**src/rtl/mc_exec_ctrl.sv**
```systemverilog
// Multi-cycle control FSM for the RV32I core: fetch handshake, decode, operand select,
// data memory sequencing, write-back and PC update, one instruction at a time.
module mc_exec_ctrl #(
    parameter int unsigned MEM_TIMEOUT = 16,
    parameter logic [31:0] RESET_PC    = 32'h0000_0000
) (
    input  logic        clk,
    input  logic        rst,
    output logic        imem_req,
    input  logic        imem_ack,
    input  logic [31:0] instr_in,
    output logic        dmem_req,
    output logic        dmem_we,
    input  logic        dmem_ack,
    input  logic        br_taken,
    output logic [6:0]  op,
    output logic [2:0]  f3,
    output logic [6:0]  f7,
    output logic [31:0] ir_q,
    output logic [1:0]  alu_src_a,
    output logic        alu_src_b,
    output logic [1:0]  pc_src,
    output logic        pc_we,
    output logic        rf_we,
    output logic [1:0]  wb_sel,
    output logic [31:0] pc_rst_val,
    output logic        illegal,
    output logic        bus_err,
    output logic [31:0] retired
);

    typedef enum logic [2:0] {
        st_fetch  = 3'd0,
        st_decode = 3'd1,
        st_exec   = 3'd2,
        st_mem    = 3'd3,
        st_wb     = 3'd4,
        st_trap   = 3'd5
    } state_t;

    localparam logic [6:0] opc_rtype  = 7'b0110011;
    localparam logic [6:0] opc_iimm   = 7'b0010011;
    localparam logic [6:0] opc_load   = 7'b0000011;
    localparam logic [6:0] opc_store  = 7'b0100011;
    localparam logic [6:0] opc_branch = 7'b1100011;
    localparam logic [6:0] opc_jal    = 7'b1101111;
    localparam logic [6:0] opc_jalr   = 7'b1100111;
    localparam logic [6:0] opc_lui    = 7'b0110111;
    localparam logic [6:0] opc_auipc  = 7'b0010111;

    localparam logic [7:0] tmo_last = 8'(MEM_TIMEOUT - 1);

    state_t      state_r;
    logic [7:0]  cnt_r;
    logic        is_load_s;
    logic        is_store_s;
    logic        is_branch_s;

    function automatic logic opc_legal(input logic [6:0] opc);
        logic ok;
        case (opc)
            opc_rtype, opc_iimm, opc_load, opc_store, opc_branch,
            opc_jal, opc_jalr, opc_lui, opc_auipc: ok = 1'b1;
            default:                               ok = 1'b0;
        endcase
        return ok;
    endfunction

    assign op         = ir_q[6:0];
    assign f3         = ir_q[14:12];
    assign f7         = ir_q[31:25];
    assign pc_rst_val = RESET_PC;

    assign is_load_s   = (ir_q[6:0] == opc_load);
    assign is_store_s  = (ir_q[6:0] == opc_store);
    assign is_branch_s = (ir_q[6:0] == opc_branch);

    // State sequencing, instruction latch, handshake timeout and sticky trap flags.
    always_ff @(posedge clk or posedge rst) begin
        if (rst) begin
            state_r <= st_fetch;
            cnt_r   <= 8'd0;
            ir_q    <= 32'd0;
            retired <= 32'd0;
            illegal <= 1'b0;
            bus_err <= 1'b0;
        end else begin
            case (state_r)
                st_fetch: begin
                    if (imem_ack) begin
                        ir_q    <= instr_in;
                        cnt_r   <= 8'd0;
                        state_r <= st_decode;
                    end else if (cnt_r == tmo_last) begin
                        bus_err <= 1'b1;
                        cnt_r   <= 8'd0;
                        state_r <= st_trap;
                    end else begin
                        cnt_r <= cnt_r + 8'd1;
                    end
                end
                st_decode: begin
                    cnt_r <= 8'd0;
                    if (opc_legal(ir_q[6:0])) begin
                        state_r <= st_exec;
                    end else begin
                        illegal <= 1'b1;
                        state_r <= st_trap;
                    end
                end
                st_exec: begin
                    cnt_r <= 8'd0;
                    if (is_load_s || is_store_s) begin
                        state_r <= st_mem;
                    end else if (is_branch_s) begin
                        retired <= retired + 32'd1;
                        state_r <= st_fetch;
                    end else begin
                        state_r <= st_wb;
                    end
                end
                st_mem: begin
                    if (dmem_ack) begin
                        cnt_r <= 8'd0;
                        if (is_store_s) begin
                            retired <= retired + 32'd1;
                            state_r <= st_fetch;
                        end else begin
                            state_r <= st_wb;
                        end
                    end else if (cnt_r == tmo_last) begin
                        bus_err <= 1'b1;
                        cnt_r   <= 8'd0;
                        state_r <= st_trap;
                    end else begin
                        cnt_r <= cnt_r + 8'd1;
                    end
                end
                st_wb: begin
                    cnt_r   <= 8'd0;
                    retired <= retired + 32'd1;
                    state_r <= st_fetch;
                end
                st_trap: begin
                    cnt_r   <= 8'd0;
                    state_r <= st_trap;
                end
                default: begin
                    cnt_r   <= 8'd0;
                    state_r <= st_fetch;
                end
            endcase
        end
    end

    // Datapath strobes and selects decoded from the state register and ir_q.
    always_comb begin
        imem_req  = 1'b0;
        dmem_req  = 1'b0;
        dmem_we   = 1'b0;
        alu_src_a = 2'd0;
        alu_src_b = 1'b0;
        pc_src    = 2'd0;
        pc_we     = 1'b0;
        rf_we     = 1'b0;
        wb_sel    = 2'd0;
        case (state_r)
            st_fetch: begin
                // FETCH is also the reset state; hold the request low until rst drops.
                imem_req = ~rst;
            end
            st_exec: begin
                case (ir_q[6:0])
                    opc_auipc, opc_jal: alu_src_a = 2'd1;
                    opc_lui:            alu_src_a = 2'd2;
                    default:            alu_src_a = 2'd0;
                endcase
                case (ir_q[6:0])
                    opc_rtype, opc_branch: alu_src_b = 1'b0;
                    default:               alu_src_b = 1'b1;
                endcase
                if (is_branch_s) begin
                    pc_we  = 1'b1;
                    pc_src = br_taken ? 2'd1 : 2'd0;
                end else begin
                    pc_we  = 1'b0;
                    pc_src = 2'd0;
                end
            end
            st_mem: begin
                dmem_req = 1'b1;
                dmem_we  = is_store_s;
                if (is_store_s && dmem_ack) begin
                    pc_we = 1'b1;
                end else begin
                    pc_we = 1'b0;
                end
            end
            st_wb: begin
                rf_we = 1'b1;
                pc_we = 1'b1;
                case (ir_q[6:0])
                    opc_load:          wb_sel = 2'd1;
                    opc_jal, opc_jalr: wb_sel = 2'd2;
                    default:           wb_sel = 2'd0;
                endcase
                case (ir_q[6:0])
                    opc_jal:  pc_src = 2'd1;
                    opc_jalr: pc_src = 2'd2;
                    default:  pc_src = 2'd0;
                endcase
            end
            default: begin
                imem_req = 1'b0;
            end
        endcase
    end

endmodule

```
**config.mk**
```make
export PLATFORM = sky130hd
export DESIGN_NAME = mc_exec_ctrl
export DESIGN_NICKNAME = d
export VERILOG_FILES = /design/src/rtl/mc_exec_ctrl.sv
export SDC_FILE = /design/constraint.sdc
export NUM_CORES = 1
export LEC_CHECK = 0
export CAP_MARGIN = 20
export CORE_UTILIZATION = 45
export CTS_CLUSTER_SIZE = 30
export DETAILED_ROUTE_END_ITERATION = 10
export GPL_ROUTABILITY_DRIVEN = 0
export PLACE_DENSITY = 0.81
export SETUP_SLACK_MARGIN = 0.02
export SYNTH_ARGS = -nofsm -noshare
export SYNTH_HDL_FRONTEND = slang
export SYNTH_SLANG_ARGS = --single-unit
export TNS_END_PERCENT = 10
```
**constraint.sdc**
```tcl
create_clock -name clk -period 4 [get_ports clk]
set_clock_uncertainty 0.05 [all_clocks]
set_input_delay 0.4 -clock clk [delete_from_list [all_inputs] [get_ports clk]]
set_output_delay 0.4 -clock clk [all_outputs]
set_load 0.05 [all_outputs]
```
== Word level (Yosys, flattened, before mapping) ==
Cells that the tools add are included.

* Add/sub/neg operators: 2
* Equality and inequality tests: 21
* Mux-type cells: 40
* Bitwise operators: 2
* Reduce and logical (&&, ||, !) cells: 13

{| class="wikitable"
|+ Operator list
! cell !! count
|-
| $mux W32 || 4
|-
| $pmux W32 S3 || 1
|-
| $add A32 B1 Y32 const B || 1
|-
| $mux W8 || 3
|-
| $eq A7 B6 Y1 const B || 3
|-
| $eq A7 B7 Y1 const B || 3
|-
| $mux W3 || 7
|-
| $pmux W2 S2 || 4
|-
| $pmux W8 S2 || 1
|-
| $mux W1 || 15
|-
| $pmux W3 S5 || 1
|-
| $eq A7 B5 Y1 const B || 2
|-
| $ne A2 B2 Y1 const B || 6
|-
| $reduce_or A9 Y1 || 1
|-
| $add A8 B1 Y8 const B || 1
|-
| $eq A8 B4 Y1 const B || 1
|-
| $eq A7 B2 Y1 const B || 1
|-
| $eq A3 B2 Y1 const B || 2
|-
| $eq A3 B3 Y1 const B || 2
|-
| $reduce_or A2 Y1 || 3
|-
| $reduce_and A5 Y1 || 1
|-
| $mux W2 || 2
|-
| $reduce_and A2 Y1 || 2
|-
| $eq A3 B1 Y1 const B || 1
|-
| other kinds (9) || 10
|}

* Register bits: 77
* Input port bits: 37
* Output and inout bits: 127
* Word-level logic and storage cells: 84

== Depth between registers and ports, before layout ==
Gate-level depths: netlist of the first run.

* Depth after elaboration: 6
* Depth in mapped cells: 8
* Gate-level depth less buffers: 6

== Worst setup path before layout of the first run ==
No wires, ideal clock.

* Path type: register to output
* Start: reg ir_q[4]
* End: out pc_src[0]
* Arrival time: 2.746 ns
* Required time: 3.550 ns
* Setup slack: 0.804 ns
* Cell stages (with the launch flop): 7
* Buffers on the path: 1
* Cell sequence: dfrtp_1 > buf_2 > nor2b_1 > nand2_1 > nor3_1 > nand2_1 > o31ai_1

* Cells in the longest elaborated chain, start to end: 3
* Elaborated cells on any way between the ends: 6
* Those cells by class: 3 x eq/ne; 3 x mux

{| class="wikitable"
|+ Ends and longest elaborated chain
! what !! RTL line !! source
|-
| start, declared || 19 || <nowiki>output logic [31:0] ir_q,</nowiki>
|-
| start signal, assigned || 91 || <nowiki>ir_q <= instr_in;</nowiki>
|-
| $eq A7 B7 Y1, on equally long branches || 207, 76 ||
|-
| $pmux W2 S2 / $mux W1 (equally long branches) || 207, 182 ||
|-
| $pmux W2 S2 * || 167 || <nowiki>case (state_r)</nowiki>
|-
| end, declared || 22 || <nowiki>output logic [1:0] pc_src,</nowiki>
|}

Mark *: on every way between the ends. The rest lies on a longest branch, timed or not.

== Final worst setup path of the first run ==
* Start: reg state_r[1]
* End: out pc_we

* Cells in the longest elaborated chain, start to end: 2
* Elaborated cells on any way between the ends: 4
* Those cells by class: 3 x eq/ne; 1 x mux

{| class="wikitable"
|+ Ends and longest elaborated chain
! what !! RTL line !! source
|-
| start, declared || 53 || <nowiki>state_t state_r;</nowiki>
|-
| start signal, assigned || 81 || <nowiki>state_r <= st_fetch;</nowiki>
|-
| start signal, assigned || 93 || <nowiki>state_r <= st_decode;</nowiki>
|-
| start signal, assigned || 97 || <nowiki>state_r <= st_trap;</nowiki>
|-
| $eq A3 B3 Y1 / $eq A3 B2 Y1 (equally long branches) || 167 ||
|-
| $pmux W1 S3 * || 167 ||
|-
| end, declared || 23 || <nowiki>output logic pc_we,</nowiki>
|}

Marked as above.

==> results.ini, run 1 <==
[timing]
rsz0062_at_grt=false
worstMarginPinSlew_ns=0.625
final_max_slew_viol_count=0
hold_violations=0
setup_viol=0
period_minus_slack_ns=3.50
fmax_ghz=0.286
fin_tns_setup_ns=0
holdWs_ns=0.389
min_period_over_period=0.875
relSlewSlack=0.583

[pwr]
power_leakage_nw=2.34
ir_worst_vdd_mv=0.554
p_per_area_mw_per_mm2=762

[synthesis]
synthMuxAreaShare=0.0847
ys_seq_elements=77
synth_area_per_cell_um2=10.9
synth_top_family_by_area=simple AND/OR/NAND/NOR gates
ys_async_sr_fraction=1.00
yosys.area_share.adder=0.00628
seq_area_frac_synth=0.483
synth_top_area_share=0.483
synth_edf_count=0
synth_top_cell_by_area=dfrtp_1
synthesis.area_mm2=0.00399
yosys.area_share.xor_xnor=0.0835
yosys.cell_types.count=48
synth_compound_area_frac=0.0389
synth_warnings=0
synth_common_cells=dfrtp_1 (77), buf_4 (50), mux2_2 (30)
ys.flop_type=dfrtp_1
synth_most_common_cell=dfrtp_1
syn-instance-count=367
synth_area_leaders=dfrtp_1 (48%), buf_4 (9.4%), mux2_2 (8.5%)
synth-simple-area-share=0.182

[floorplan]
die_area_mm2=0.00924
design.core.area_mm2=0.00838
die_h_um=96.1
start_util=0.476
die_w_um=96.1
pin_count=164
rows=33

[setup_path]
cp.depth=5
rr_startpoint=state_r[1]
crit_slowest_cell=clkdlybuf4s50_1
crit_fanout=23
worstPathBufferInverterCount=2
crit_path_start_kind=flip-flop
worstPathArrival_ns=3.05
end_kind=output pin
crit_family=buffers and inverters
r2r_slack_ns=1.62
max_stage_delay_ns=0.79
crit_type=reg -> out
r2r_end=retired[3]
rr_worst_depth=6
worstPathCellList=nand3b_1, a41oi_1, a31o_2, inv_1, clkdlybuf4s50_1
required_ns=3.55

[final_layout]
num_antenna_cells=0
syn2layout_area_growth_pct=34.4
finalNetCount=519
drive_gt1_frac=0.128

[clock_tree]
cts_resized=0
cts_hold_buf=0
tritoncts.num_buffers=9
cts_tree=yes
cts_setup_buffers=0
clk_pin_slew_ns=0.07
cts_sinks=77
cts-root-buf=clkbuf_8
htree_levels=3
cts_max_path_buffers=2
clk_latency_ns=0.34

[placement]
port_buffers=131
dp_hpwl_um=6150

[hold_path]
holdCritPathClass=in -> async

[global_route]
grt_max_degree=35
grt_first_pass_wirelength_um=13200
antenna_found_initial=0
overflow=0
first_global_vias=2842
grtUsageTotal=0.186

[job]
cap_viol_max_count=0

[routing]
vias=3017
route.detailed.drc=0
wl_um=8480
ant_nets=0
drt-initial-drc-count=134
viasPerCell=5.12
wl_per_cell_um=14.4
drtPass1Iterations=4

[status]
status=complete, no violations

==> layout by cell type (no fill, tap or decap), types with 2 or more instances in the layout <==
cell type	netlist	layout
clkdlybuf4s50_1	0	131
dfrtp_1	77	77
conb_1	1	32
mux2_2	30	30
nand2_1	25	25
nor2_1	24	24
xor2_1	22	22
xnor2_1	16	16
nand3_1	13	13
nand4_1	10	10
nor3_1	10	10
inv_1	11	10
clkbuf_8	0	9
nor4_1	7	7
a21oi_1	5	5
nor4_4	4	4
o21ai_0	4	4
nand2b_1	4	4
and4_1	3	3
and3_1	3	3
nand3_2	3	3
bufinv_16	0	3
buf_4	50	3
and3b_1	2	2
nor2b_1	2	2
and3_2	2	2
nor4b_1	2	2
or2_2	2	2
o21bai_1	2	2
ha_1	2	2
clkbuf_1	6	2
==> where the power goes <==
group          switching (W)  total (W)  internal [W]
Sequential          0.000223    0.00120      0.000979
Clock               0.000268   0.000680      0.000412
Combinational        0.00147    0.00220      0.000731
==> per-layer routing <==
layer | track usage | up-vias | part of all wire
met4 | 0.0746 | 0 | 0.0096
met1 | 0.236 | 1463 | 0.42
met2 | 0.309 | 145 | 0.49
li1 | - | 1401 | -
met3 | 0.0411 | 8 | 0.076
met5 | 0 | - | 0
==> sequential cells by signal, indices dropped and copies added, names as in the netlist <==
name	flops
ir_q	32
cnt_r	8
illegal	1
state_r	3
bus_err	1
retired	32
==> how the worst max path moves through the flow <==
stage	slack (ns)	start	to
finish	0.50	state_r[1]	pc_we
global route	0.36	state_r[1]	pc_we
CTS	0.52	state_r[1]	pc_we
detailed placement	0.81	dmem_ack	pc_we
global placement	0.86	dmem_ack	pc_we
floorplan	0.80	ir_q[4]	pc_src[0]
==> area by class of cell <==
class / instances / area [µm²]
multi-input combinational: 247 / 1700
timing repair buffer: 134 / 1330
tap: 105 / 131
sequential: 77 / 1930
inverter: 11 / 41.3
clock buffer: 11 / 131
fill: 644 / 3020
clock inverter: 4 / 97.6
==> logic make-up after synthesis <==
group	after synthesis
and+or+nand+nor	122
DFF	77
buffers and inverters	74
xor gates and xnor gates	38
muxes	30
AOI/OAI and AO/OA	23
adders and majority gates	2
other	1
==> worst register-to-register path, delay by kind of cell, from the launching register on <==
family                    cells  cell delay [ns]
DFF                           1             0.55
AOI/OAI and AO/OA             2             0.77
and+or+nand+nor               2             0.44
xor gates and xnor gates      1             0.13
buffers and inverters         1             0.37
==> stage by stage <==
step	cells	utilization	total power (W)	setup WS, ns	area, µm²
6_report	589	0.639	0.00409	0.501	5360
5_1_grt	589	0.639	0.00427	0.356	5360
4_1_cts	589	0.639	0.00412	0.523	5360
3_5_place_dp	574	0.612	0.00342	0.810	5130
3_3_place_gp	574	0.612	0.00339	0.862	5130
2_1_floorplan	398	-	0.00285	0.804	4100
(Power assumes the default switching activity.)
==> inputs of run 2 (changes only) <==
Settings changed: CORE_UTILIZATION 45 to 43, PLACE_DENSITY 0.81 to 0.78.
Clock period 4 ns to 3.4 ns, I/O delays scaled along.
==> results.ini, run 2 (synthesized netlist as in run 1, its figures left out) <==
[status]
status=finished, violations left
violations=design-rule violations

[timing]
hold_violations=0  ; unchanged
final_max_slew_viol_count=0  ; unchanged
fmax_ghz=0.319
period_minus_slack_ns=3.13
worstMarginPinSlew_ns=0.541  ; -0.0837 ns
min_period_over_period=0.921
setup_viol=0  ; unchanged
rsz0062_at_grt=false
relSlewSlack=0.638  ; +0.0547
fin_ws_ns=0.269  ; -0.231 ns
holdWs_ns=0.292  ; -0.0965 ns
fin_tns_setup_ns=0  ; unchanged

[final_layout]
fill_cells=727  ; +13%
layout_commonest_cell=clkdlybuf4s50_1
drive_gt1_frac=0.132  ; +0.00359
final_cell_mix=clkdlybuf4s50_1 (131), dfrtp_1 (77), conb_1 (32)
finalNetCount=520  ; +0.19%
reg.largest.list=ir_q: 32 flops, retired: 32 flops, cnt_r: 8 flops
syn2layout_area_growth_pct=34.1
final_util=0.604  ; -0.0350
num_antenna_cells=0  ; unchanged

[clock_tree]
tritoncts.num_buffers=9  ; unchanged
cts_tree=yes
clk_pin_slew_ns=0.08  ; about the same
cts_max_path_buffers=2  ; unchanged
cts_setup_buffers=0  ; unchanged
clk_latency_ns=0.34  ; about the same
cts_hold_buf=0  ; unchanged
cts_sinks=77  ; unchanged
cts-root-buf=clkbuf_8
htree_levels=3  ; unchanged
cts_resized=0  ; unchanged

[routing]
route.detailed.drc=8  ; +8
drtPass1Iterations=11  ; +7
viasPerCell=4.99  ; -2.6%
wl_per_cell_um=14.5  ; +0.73%
vias=2963  ; -1.8%
wl_um=8610  ; +1.6%
drt-initial-drc-count=142  ; +6.0%
ant_nets=0  ; unchanged

[placement]
place_ws_ns=0.559  ; -0.251 ns
dp_hpwl_um=6360  ; +3.3%
port_buffers=131  ; unchanged

[global_route]
antenna_found_initial=0  ; unchanged
grt_first_pass_wirelength_um=14800  ; +11%
grt_max_degree=35  ; unchanged
grtUsageTotal=0.192  ; +0.00520
first_global_vias=3001  ; +5.6%
overflow=0  ; unchanged

[pwr]
ir_worst_vdd_mv=0.517  ; -6.6%
p_per_area_mw_per_mm2=878  ; +15%
power_leakage_nw=2.32  ; -0.72%
p_total_w=0.00470  ; +15%

[setup_path]
crit_slowest_cell=clkdlybuf4s50_1
rr_worst_depth=6  ; unchanged
worstPathBufferInverterCount=2  ; unchanged
r2r_end=retired[29]
r2r_slack_ns=1.22  ; -0.40 ns
required_ns=3.01  ; -0.54 ns
crit_path_start_kind=flip-flop
crit_type=reg -> out
rr_startpoint=ir_q[3]
crit_fanout=12  ; -48%
end_kind=output pin
crit_family=buffers and inverters
worstPathCellList=and4bb_2, nand4b_1, a31o_2, inv_1, clkdlybuf4s50_1
max_stage_delay_ns=0.87  ; +0.08 ns
worstPathArrival_ns=2.74  ; -0.31 ns

[floorplan]
die_area_mm2=0.00966  ; +4.6%
die_h_um=98.3  ; +2.3%
start_util=0.451  ; -0.0251
die_w_um=98.3  ; +2.3%
rows=34  ; +3.0%
pin_count=164  ; unchanged
design.core.area_mm2=0.00885  ; +5.6%

[job]
cap_viol_max_count=0  ; unchanged

[hold_path]
holdCritPathClass=in -> async

[run 2: metal layers]
layer,vias up,GRT usage,share of wire
li1,1407,-,-
met1,1410,0.250,0.42
met2,134,0.307,0.49
met3,12,0.0480,0.082
met4,0,0.0746,0.014
met5,-,0,0
[run 2: worst max-delay path by stage]
stage / startpoint / cells past startpoint / slack (ns) / endpoint
after floorplan: ir_q[4] / 6 / 0.26 / pc_src[0]
after global placement: dmem_ack / 5 / 0.63 / pc_we
after detailed placement: dmem_ack / 5 / 0.56 / pc_we
after CTS: ir_q[3] / 5 / 0.26 / pc_we
after global routing: ir_q[6] / 5 / 0.11 / pc_we
final: ir_q[3] / 5 / 0.27 / pc_we
[run 2: cell type report]
class,instances,area [µm²],area share
Tap cell,108,135,0.0253
Clock inverter,5,61.3,0.0115
Timing Repair Buffer,135,1350,0.253
Multi-Input combinational cell,247,1700,0.317
Inverter,11,42.5,0.00796
Clock buffer,11,131,0.0246
Sequential cell,77,1930,0.360
[run 2: report_power, final]
| group | switching, W | internal (W) | total [W] | leakage, nW |
|---|---|---|---|---|
| clock network | 0.000333 | 0.000341 | 0.000674 | 0.0858 |
| registers | 0.000261 | 0.00115 | 0.00141 | 0.981 |
| logic | 0.00174 | 0.000873 | 0.00261 | 1.25 |
[run 2: worst register-to-register path, cell delays in order, from the launching register on]
cell and delay, ns:
dfrtp_1 0.49, and4bb_2 0.38, nand4b_1 0.10, a31o_2 0.29
buf_4 0.23, nor4_1 0.37, xor2_1 0.20
[run 2: through the flow]
| step | instances | area (µm²) |
|---|---|---|
| global placement | 578 | 5150 |
| floorplan | 398 | 4100 |
| CTS | 594 | 5350 |
| finish | 594 | 5350 |
| detailed placement | 578 | 5150 |
| global route | 594 | 5350 |
